`src/rtl/mips_ctrl_pkg.sv`:
```
// mips_ctrl_pkg -- shared definitions for the multicycle MIPS control path.
//
// Holds the main-FSM state enumeration, the opcode values the main FSM
// decodes, and the ALUOp class codes that the main FSM and the ALU decoder
// must agree on.
package mips_ctrl_pkg;

    typedef enum logic [3:0] {
        FETCH   = 4'd0,
        DECODE  = 4'd1,
        MEMADR  = 4'd2,
        MEMRD   = 4'd3,
        MEMWB   = 4'd4,
        MEMWR   = 4'd5,
        EXECUTE = 4'd6,
        ALUWB   = 4'd7,
        BRANCH  = 4'd8,
        ADDIEX  = 4'd9,
        ADDIWB  = 4'd10,
        JUMP    = 4'd11
    } state_e;

    // Opcode field values (instr[31:26]).
    localparam logic [5:0] LW    = 6'b100011;
    localparam logic [5:0] SW    = 6'b101011;
    localparam logic [5:0] RTYPE = 6'b000000;
    localparam logic [5:0] BEQ   = 6'b000100;
    localparam logic [5:0] ADDI  = 6'b001000;
    localparam logic [5:0] J     = 6'b000010;

    // ALUOp class codes consumed by the ALU decoder.
    localparam logic [1:0] ALUOP_ADD   = 2'b00;
    localparam logic [1:0] ALUOP_SUB   = 2'b01;
    localparam logic [1:0] ALUOP_FUNCT = 2'b10;

    // True when the main FSM has a path for this opcode.
    function automatic logic op_supported(input logic [5:0] op);
        return (op == LW) || (op == SW) || (op == RTYPE) ||
               (op == BEQ) || (op == ADDI) || (op == J);
    endfunction

endpackage

```
`src/rtl/multicycle_main_fsm.sv`:
```
// multicycle_main_fsm -- main control FSM of the multicycle MIPS processor.
//
// Moore machine: every output except PCEn (and the DECODE-cycle illegal_op
// flag) is a function of the registered state only.
//
// Ports:
//   clk        rising-edge clock
//   rst_n      synchronous active-low reset; returns the FSM to FETCH
//   Op[5:0]    opcode from the instruction register (sampled in DECODE/MEMADR)
//   Zero       ALU zero flag, used only for PCEn in BRANCH
//   MemWrite, IRWrite, RegWrite, PCWrite, Branch   write/branch enables
//   IorD, ALUSrcA, RegDst, MemtoReg                datapath mux selects
//   ALUSrcB[1:0], PCSrc[1:0]                       datapath mux selects
//   ALUOp[1:0] class code to the ALU decoder (add / sub / use Funct)
//   PCEn       PCWrite | (Branch & Zero)
//   illegal_op pulse during DECODE when Op is unsupported
//   dbg_state  current state encoding
module multicycle_main_fsm
    import mips_ctrl_pkg::*;
#(
    parameter int STATE_W = 4
) (
    input  logic               clk,
    input  logic               rst_n,
    input  logic [5:0]         Op,
    input  logic               Zero,
    output logic               MemWrite,
    output logic               IRWrite,
    output logic               RegWrite,
    output logic               PCWrite,
    output logic               Branch,
    output logic               IorD,
    output logic               ALUSrcA,
    output logic               RegDst,
    output logic               MemtoReg,
    output logic [1:0]         ALUSrcB,
    output logic [1:0]         PCSrc,
    output logic [1:0]         ALUOp,
    output logic               PCEn,
    output logic               illegal_op,
    output logic [STATE_W-1:0] dbg_state
);

    logic [STATE_W-1:0] state_q;
    logic [STATE_W-1:0] state_d;
    logic [STATE_W-1:0] out_state;

    // NOTE: state flops use non-blocking assignments so every flop samples
    // the pre-edge value of state_d; reset is sampled on the clock edge only.
    always_ff @(posedge clk) begin
        if (!rst_n) begin
            state_q <= STATE_W'(FETCH);
        end else begin
            state_q <= state_d;
        end
    end

    // Next-state logic. Op is looked at only in DECODE and MEMADR; unused
    // encodings fall through the default back to FETCH.
    // NOTE: state_d gets a default before the case so no path leaves it
    // unassigned and no latch is inferred.
    always_comb begin
        state_d = STATE_W'(FETCH);
        case (state_q)
            STATE_W'(FETCH):   state_d = STATE_W'(DECODE);
            STATE_W'(DECODE): begin
                case (Op)
                    LW, SW:  state_d = STATE_W'(MEMADR);
                    RTYPE:   state_d = STATE_W'(EXECUTE);
                    BEQ:     state_d = STATE_W'(BRANCH);
                    ADDI:    state_d = STATE_W'(ADDIEX);
                    J:       state_d = STATE_W'(JUMP);
                    default: state_d = STATE_W'(FETCH);
                endcase
            end
            STATE_W'(MEMADR):  state_d = (Op == SW) ? STATE_W'(MEMWR) : STATE_W'(MEMRD);
            STATE_W'(MEMRD):   state_d = STATE_W'(MEMWB);
            STATE_W'(EXECUTE): state_d = STATE_W'(ALUWB);
            STATE_W'(ADDIEX):  state_d = STATE_W'(ADDIWB);
            default:           state_d = STATE_W'(FETCH);
        endcase
    end

    // While reset is held the outputs present FETCH mux selects with all
    // writes suppressed, independent of whatever the register still holds.
    assign out_state = rst_n ? state_q : STATE_W'(FETCH);
    assign dbg_state = state_q;

    // Output decode.
    always_comb begin
        MemWrite   = 1'b0;
        IRWrite    = 1'b0;
        RegWrite   = 1'b0;
        PCWrite    = 1'b0;
        Branch     = 1'b0;
        IorD       = 1'b0;
        ALUSrcA    = 1'b0;
        RegDst     = 1'b0;
        MemtoReg   = 1'b0;
        ALUSrcB    = 2'b00;
        PCSrc      = 2'b00;
        ALUOp      = ALUOP_ADD;
        illegal_op = 1'b0;
        case (out_state)
            STATE_W'(FETCH): begin
                IRWrite = 1'b1;
                PCWrite = 1'b1;
                ALUSrcB = 2'b01;
            end
            STATE_W'(DECODE): begin
                ALUSrcB    = 2'b11;
                illegal_op = !op_supported(Op);
            end
            STATE_W'(MEMADR), STATE_W'(ADDIEX): begin
                ALUSrcA = 1'b1;
                ALUSrcB = 2'b10;
            end
            STATE_W'(MEMRD): IorD = 1'b1;
            STATE_W'(MEMWB): begin
                RegWrite = 1'b1;
                MemtoReg = 1'b1;
            end
            STATE_W'(MEMWR): begin
                IorD     = 1'b1;
                MemWrite = 1'b1;
            end
            STATE_W'(EXECUTE): begin
                ALUSrcA = 1'b1;
                ALUOp   = ALUOP_FUNCT;
            end
            STATE_W'(ALUWB): begin
                RegWrite = 1'b1;
                RegDst   = 1'b1;
            end
            STATE_W'(BRANCH): begin
                ALUSrcA = 1'b1;
                ALUOp   = ALUOP_SUB;
                Branch  = 1'b1;
                PCSrc   = 2'b01;
            end
            STATE_W'(ADDIWB): RegWrite = 1'b1;
            STATE_W'(JUMP): begin
                PCWrite = 1'b1;
                PCSrc   = 2'b10;
            end
            default: ;
        endcase
        if (!rst_n) begin
            IRWrite = 1'b0;
            PCWrite = 1'b0;
        end
        PCEn = PCWrite | (Branch & Zero);
    end

endmodule

```
`config.mk`:
```
export PLATFORM = sky130hd
export DESIGN_NAME = multicycle_main_fsm
export DESIGN_NICKNAME = d
export VERILOG_FILES = /design/src/rtl/mips_ctrl_pkg.sv /design/src/rtl/multicycle_main_fsm.sv
export SDC_FILE = /design/constraint.sdc
export NUM_CORES = 1
export LEC_CHECK = 0
export CAP_MARGIN = 20
export CORE_MARGIN = 3
export CORE_UTILIZATION = 26
export CTS_CLUSTER_DIAMETER = 60
export DETAILED_ROUTE_END_ITERATION = 8
export GPL_TIMING_DRIVEN = 0
export PLACE_DENSITY = 0.7
export SYNTH_ARGS = -nofsm -noshare
export SYNTH_HDL_FRONTEND = slang
export SYNTH_SLANG_ARGS = --single-unit
```
`constraint.sdc`:
```
create_clock -name clk -period 1.1 [get_ports clk]
set_input_delay 0.11 -clock clk [delete_from_list [all_inputs] [get_ports clk]]
set_output_delay 0.11 -clock clk [all_outputs]
set_load 0.05 [all_outputs]
```
# == Word level (Yosys, flattened, before mapping) ==
# Index checks and enable logic that the tools add are counted.
# totals
regBits,4
input_bits,9
out_inout_bits,21
elab_cells,58
# classes
n_eq_ne,21
mux,19
bitwise_logic,2
n_reduce_logical,15
# ops
op,n
$pmux W4 S6,1
$eq A4 B3 Y1 const B,5
$eq A4 B4 Y1 const B,5
$pmux W4 S5,1
$eq A4 B2 Y1 const B,4
$eq A6 B6 Y1 const B,2
$mux W1,12
$eq A4 B1 Y1 const B,2
$logic_not A4 Y1,2
$pmux W2 S2,2
$reduce_or A2 Y1,4
$eq A6 B2 Y1 const B,1
$eq A6 B3 Y1 const B,1
$eq A6 B4 Y1 const B,1
$logic_not A6 Y1,1
$pmux W2 S3,1
$logic_or A1 B1 Y1,5
$mux W4,1
$reduce_or A4 Y1,1
$mux W3,1
$reduce_or A3 Y1,1
$and A1 B1 Y1,1
$logic_not A1 Y1,1
$or A1 B1 Y1,1

# == Longest topological paths before layout ==
# logic_depth
word_depth,8
ltp_mapped,4
ltp_nobuf,4

# == Worst setup path before layout ==
# No wires, ideal clock.
# synth_timing
path_type,reg-to-output
start,"register state_q[3], in the netlist dbg_state[3]"
end,output port ALUOp[0]
arrival_time_ps,2913
required_ps,990
path_slack_ps,-1923
path_stages_with_launch,4
path_buffers,1
cell_sequence,dfxtp_1 > nand2_1 > nor4_1 > buf_4
# synth_via
elab_chain_cells,3
elab_cells_between_ends,4
cone_classes,eq/ne: 2; mux: 2
# synth_lines
element,line_no,source
start: declaration,multicycle_main_fsm.sv:44,logic [STATE_W-1:0] state_q;
start signal: assignment,multicycle_main_fsm.sv:52,state_q <= STATE_W'(FETCH);
start signal: assignment,multicycle_main_fsm.sv:54,state_q <= state_d;
$mux W4 (*),multicycle_main_fsm.sv:86,assign out_state = rst_n ? state_q : STATE_W'(FETCH);
$eq A4 B4 Y1 / $eq A4 B3 Y1 (equally long branches),multicycle_main_fsm.sv:104,case (out_state)
$pmux W2 S2 (*),multicycle_main_fsm.sv:104,
end: declaration,multicycle_main_fsm.sv:38,"output logic [1:0] ALUOp,"
# Every way passes the cells marked *; elsewhere a longest branch is shown, timed or not.

# == Final worst setup path ==
# layout_timing
start,"register state_q[3], in the netlist dbg_state[3]"
end,output port illegal_op
# layout_via
elab_chain_cells,3
# layout_lines
element,line_no,source
$mux W4,multicycle_main_fsm.sv:86,
$eq A4 B1 Y1,multicycle_main_fsm.sv:104,
$mux W1,multicycle_main_fsm.sv:104,
end: declaration,multicycle_main_fsm.sv:40,"output logic illegal_op,"
# Every way passes these cells.

==> impl_results.md <==
- Slew HR: 0.738
- Critical Path Stages: 5
- Clock tree from TritonCTS: built
- Wire length per cell after detailed routing: 17.7 um
- Avg Synthesized Cell Area: 6.90 um2
- Tightest Pin Transition: 393 ps
- Clock Root Buffer: sky130_fd_sc_hd__clkbuf_4
- Total routing resource utilization after global routing: 0.187
- Asr flop ratio synth: 0
- Post-layout nets: 141
- Required time of the worst setup path: 990 ps
- Time the worst path needs with I/O delays and setup: 1670 ps
- Number of synthesized register bits: 4
- Worst setup EP type: output port
- Highest-delay cell along the critical path: sky130_fd_sc_hd__or4_4
- Reg-to-reg critical path endpoint: dbg_state[1]$_SDFF_PN0_
- Area of the core region: 1760 um2
- Aggregate routed wire length: 2750 um
- Register cell area after layout: 95.1 um2
- CP cell instances: inv_4 > nand2_4 > or4_4 > a31oi_4 > buf_6
- Post-placement cell area: 1020 um2
- Count of endpoints failing hold in the final timing report: 0
- Average vias per placed instance: 5.61
- Clock tree sinks: 4
- Failing checks: setup timing
- Final clock period utilization by the worst path: 1.52
- Area enclosed by the die boundary: 2470 um2
- Worst min-delay path category: in -> reg
- Synth Instances: 72
- Pin count of the biggest net entering global routing: 11
- Layout fillers: 103
- Outcome: finished with violations
- Cell variety after synth: 30
- Flip-flop count of the largest register after layout: 4
- Total count of max-transition violations in the final report: 0
- Antenna Cells: 0
- Mapped cell area: 497 um2
- Synth area leader: sky130_fd_sc_hd__dfxtp_1
- Width of the die: 49.7 um
- Routability congestion estimate from global placement: 0.782
- Fmax: 599 MHz
- Number of remaining DRC errors: 0
- Max-cap viol count: 0
- Non-Filler Cell Area, Final: 1440 um2
- Crit path buffers/inverters: 2
- DPL Wire Length: 1380 um
- Commonest register cell after synthesis: sky130_fd_sc_hd__dfxtp_1
- Initial antenna violation count: 0
- Layout cell share with drive strength beyond 1: 0.769
- First-pass GRT wire length: 3570 um
- Slowest Stage Delay on Critical Path: 500 ps
- Initial core utilization: 0.282
- Dominant delay contributor by cell family on the critical path: simple AND/OR/NAND/NOR gates
- Count of flip-flops with a built-in enable after synthesis: 0
- Clock slew at reported path FFs: 40 ps
- Unrepaired setup endpoints after global routing: yes
- Detail Route Antenna Nets: 0
- Hold-critical path depth: 3
- Most used standard cells in the synthesized netlist: sky130_fd_sc_hd__nand2_1 (11), sky130_fd_sc_hd__nor2_1 (11), sky130_fd_sc_hd__nand3_1 (5)
- Worst vdd rail ir drop: 0.000545 V
- Maximum level of the CTS H-tree: 1
- Sequential area share after synthesis: 0.161
- Area of the multi-input gates: 626 um2
- Final global-route overflow total: 0
- Net Count, Synth: 81
- Critical path class: reg -> out
- Post-route worst setup slack: -568 ps
- Vias post-DR: 869
- Static leakage power: 0.583 nW
- Synth-to-Final Area Change: 190%
- Core Rows: 15
- Setup slack on the worst flop-to-flop path: -310 ps
- Top fanout value on the critical path: 4
- Number of hold-repair buffers added at the cts stage: 0
- Area share of the largest cell type after synthesis: 0.161
- Number of iterations in the first detailed-routing pass: 6
- Worst Hold Path EP: dbg_state[2]$_SDFF_PN0_
- Hold_sp: Op[1]
- IO Port Bufs: 29
- Vertical die dimension: 49.7 um
- Number of buffers created by CTS: 3
- Synth area leaders: sky130_fd_sc_hd__dfxtp_1 (16%), sky130_fd_sc_hd__nand2_1 (8.3%), sky130_fd_sc_hd__nor2_1 (8.3%)
- Element type at the critical path start: flip-flop
- Worst clock skew on the final layout: 0.389 ps
- Maximum buffer depth of the clock tree: 2
- Clk Latency, worst-skew pair: 240 ps
- YS warnings: 0
- Start of the worst register-to-register path: dbg_state[3]$_SDFF_PN0_
- Worst R2R Path Depth: 6
- Setup TNS after final layout: -7680 ps
- Via count of the first global-routing pass: 795
- Top Ports: 30
- Number of violations reported at the end of detailed-routing iteration 0: 24
- Number of setup violations in the final report: 20
- Arrival time worst endpoint: 1560 ps
- Power density of the placed cells: 515 nW/um2
==> logic make-up (layout without fill, tap and decap cells) <==
| family | after synthesis | count (layout) | share of synthesized area |
|---|---|---|---|
| AO/OA/AOI/OAI | 16 | 16 | 0.239 |
| XOR/XNOR | 2 | 2 | 0.0353 |
| buffers and inverters | 7 | 65 | 0.123 |
| flip-flops | 4 | 4 | 0.161 |
| AND/OR/NAND/NOR | 43 | 43 | 0.441 |
==> worst reg2reg max path, stage by stage, from the launching register on <==
cell	delay (ps)
sky130_fd_sc_hd__dfxtp_4	370
sky130_fd_sc_hd__buf_4	130
sky130_fd_sc_hd__and2b_2	250
sky130_fd_sc_hd__buf_4	150
sky130_fd_sc_hd__buf_4	140
sky130_fd_sc_hd__o211ai_1	100
sky130_fd_sc_hd__o311ai_1	130
==> per-stage QoR <==
step                setup WS [ps]  instances  total power, mW  hold WS, ps   util
finish                       -568        155            0.742          374  0.817
global route                 -606        155            0.778          381  0.817
CTS                          -542        145            0.664          363  0.719
detailed placement          -1410        126            0.432          576  0.580
global placement            -1420        126            0.431          552  0.580
floorplan                    -582         72            0.332          257      -
==> layout make-up <==
cell class,instances,share of cell area
Inverter,2,0.00868
Multi-Input combinational cell,61,0.434
Timing Repair Buffer,56,0.398
Clock buffer,3,0.0156
Sequential cell,4,0.0660
Tap cell,25,0.0217
Buffer,4,0.0564
==> what timing repair did <==
| item | in CTS | in global routing |
|---|---|---|
| resized for setup | 174 | 22 |
| pin swaps | 13 | 6 |
| setup endpoints to repair | 25 | 22 |
| buffers inserted | 17 | 10 |
| endpoints found under the hold margin | 0 | 0 |
==> layer usage <==
| metal | GRT usage | wire length (um) | vias to the layer above |
|---|---|---|---|
| met5 | 0 | 0 | - |
| met4 | 0.129 | 115 | 0 |
| met3 | 0.0363 | 185 | 10 |
| met2 | 0.315 | 1420 | 44 |
| met1 | 0.208 | 1020 | 431 |
| li1 | - | - | 384 |
==> where the power goes <==
part	total (mW)	internal, mW	switching, mW
clock	0.196	0.123	0.0730
sequential	0.154	0.143	0.0111
combinational	0.392	0.173	0.218
total	0.742	0.440	0.302
==> placed cells by master, fill, tap and decap left out, types with 2 or more instances in the layout <==
cell	netlist	layout
sky130_fd_sc_hd__buf_6	1	19
sky130_fd_sc_hd__buf_4	2	18
sky130_fd_sc_hd__buf_8	0	7
sky130_fd_sc_hd__nand2_1	11	5
sky130_fd_sc_hd__nand2_4	0	5
sky130_fd_sc_hd__nor2_4	0	5
sky130_fd_sc_hd__dlygate4sd2_1	0	5
sky130_fd_sc_hd__nor2_1	11	4
sky130_fd_sc_hd__nand3_1	5	4
sky130_fd_sc_hd__dfxtp_4	0	4
sky130_fd_sc_hd__buf_12	0	3
sky130_fd_sc_hd__a21oi_4	0	3
sky130_fd_sc_hd__clkbuf_4	0	3
sky130_fd_sc_hd__buf_2	0	3
sky130_fd_sc_hd__clkbuf_16	0	2
sky130_fd_sc_hd__nor4_4	0	2
sky130_fd_sc_hd__inv_4	0	2
sky130_fd_sc_hd__nor3_4	0	2
sky130_fd_sc_hd__xor2_1	2	2
sky130_fd_sc_hd__nor2_2	0	2
sky130_fd_sc_hd__a21boi_4	0	2
sky130_fd_sc_hd__or4_4	1	2
sky130_fd_sc_hd__a221oi_2	0	2
sky130_fd_sc_hd__o211ai_1	2	2
==> worst max-delay path by stage <==
stage	endpoint	from
floorplan	ALUOp[0]	dbg_state[1]$_SDFF_PN0_
global placement	illegal_op	rst_n
detailed placement	illegal_op	rst_n
CTS	illegal_op	dbg_state[3]$_SDFF_PN0_
global route	illegal_op	dbg_state[3]$_SDFF_PN0_
finish	illegal_op	dbg_state[3]$_SDFF_PN0_
Power figures use the tool's default switching activity.
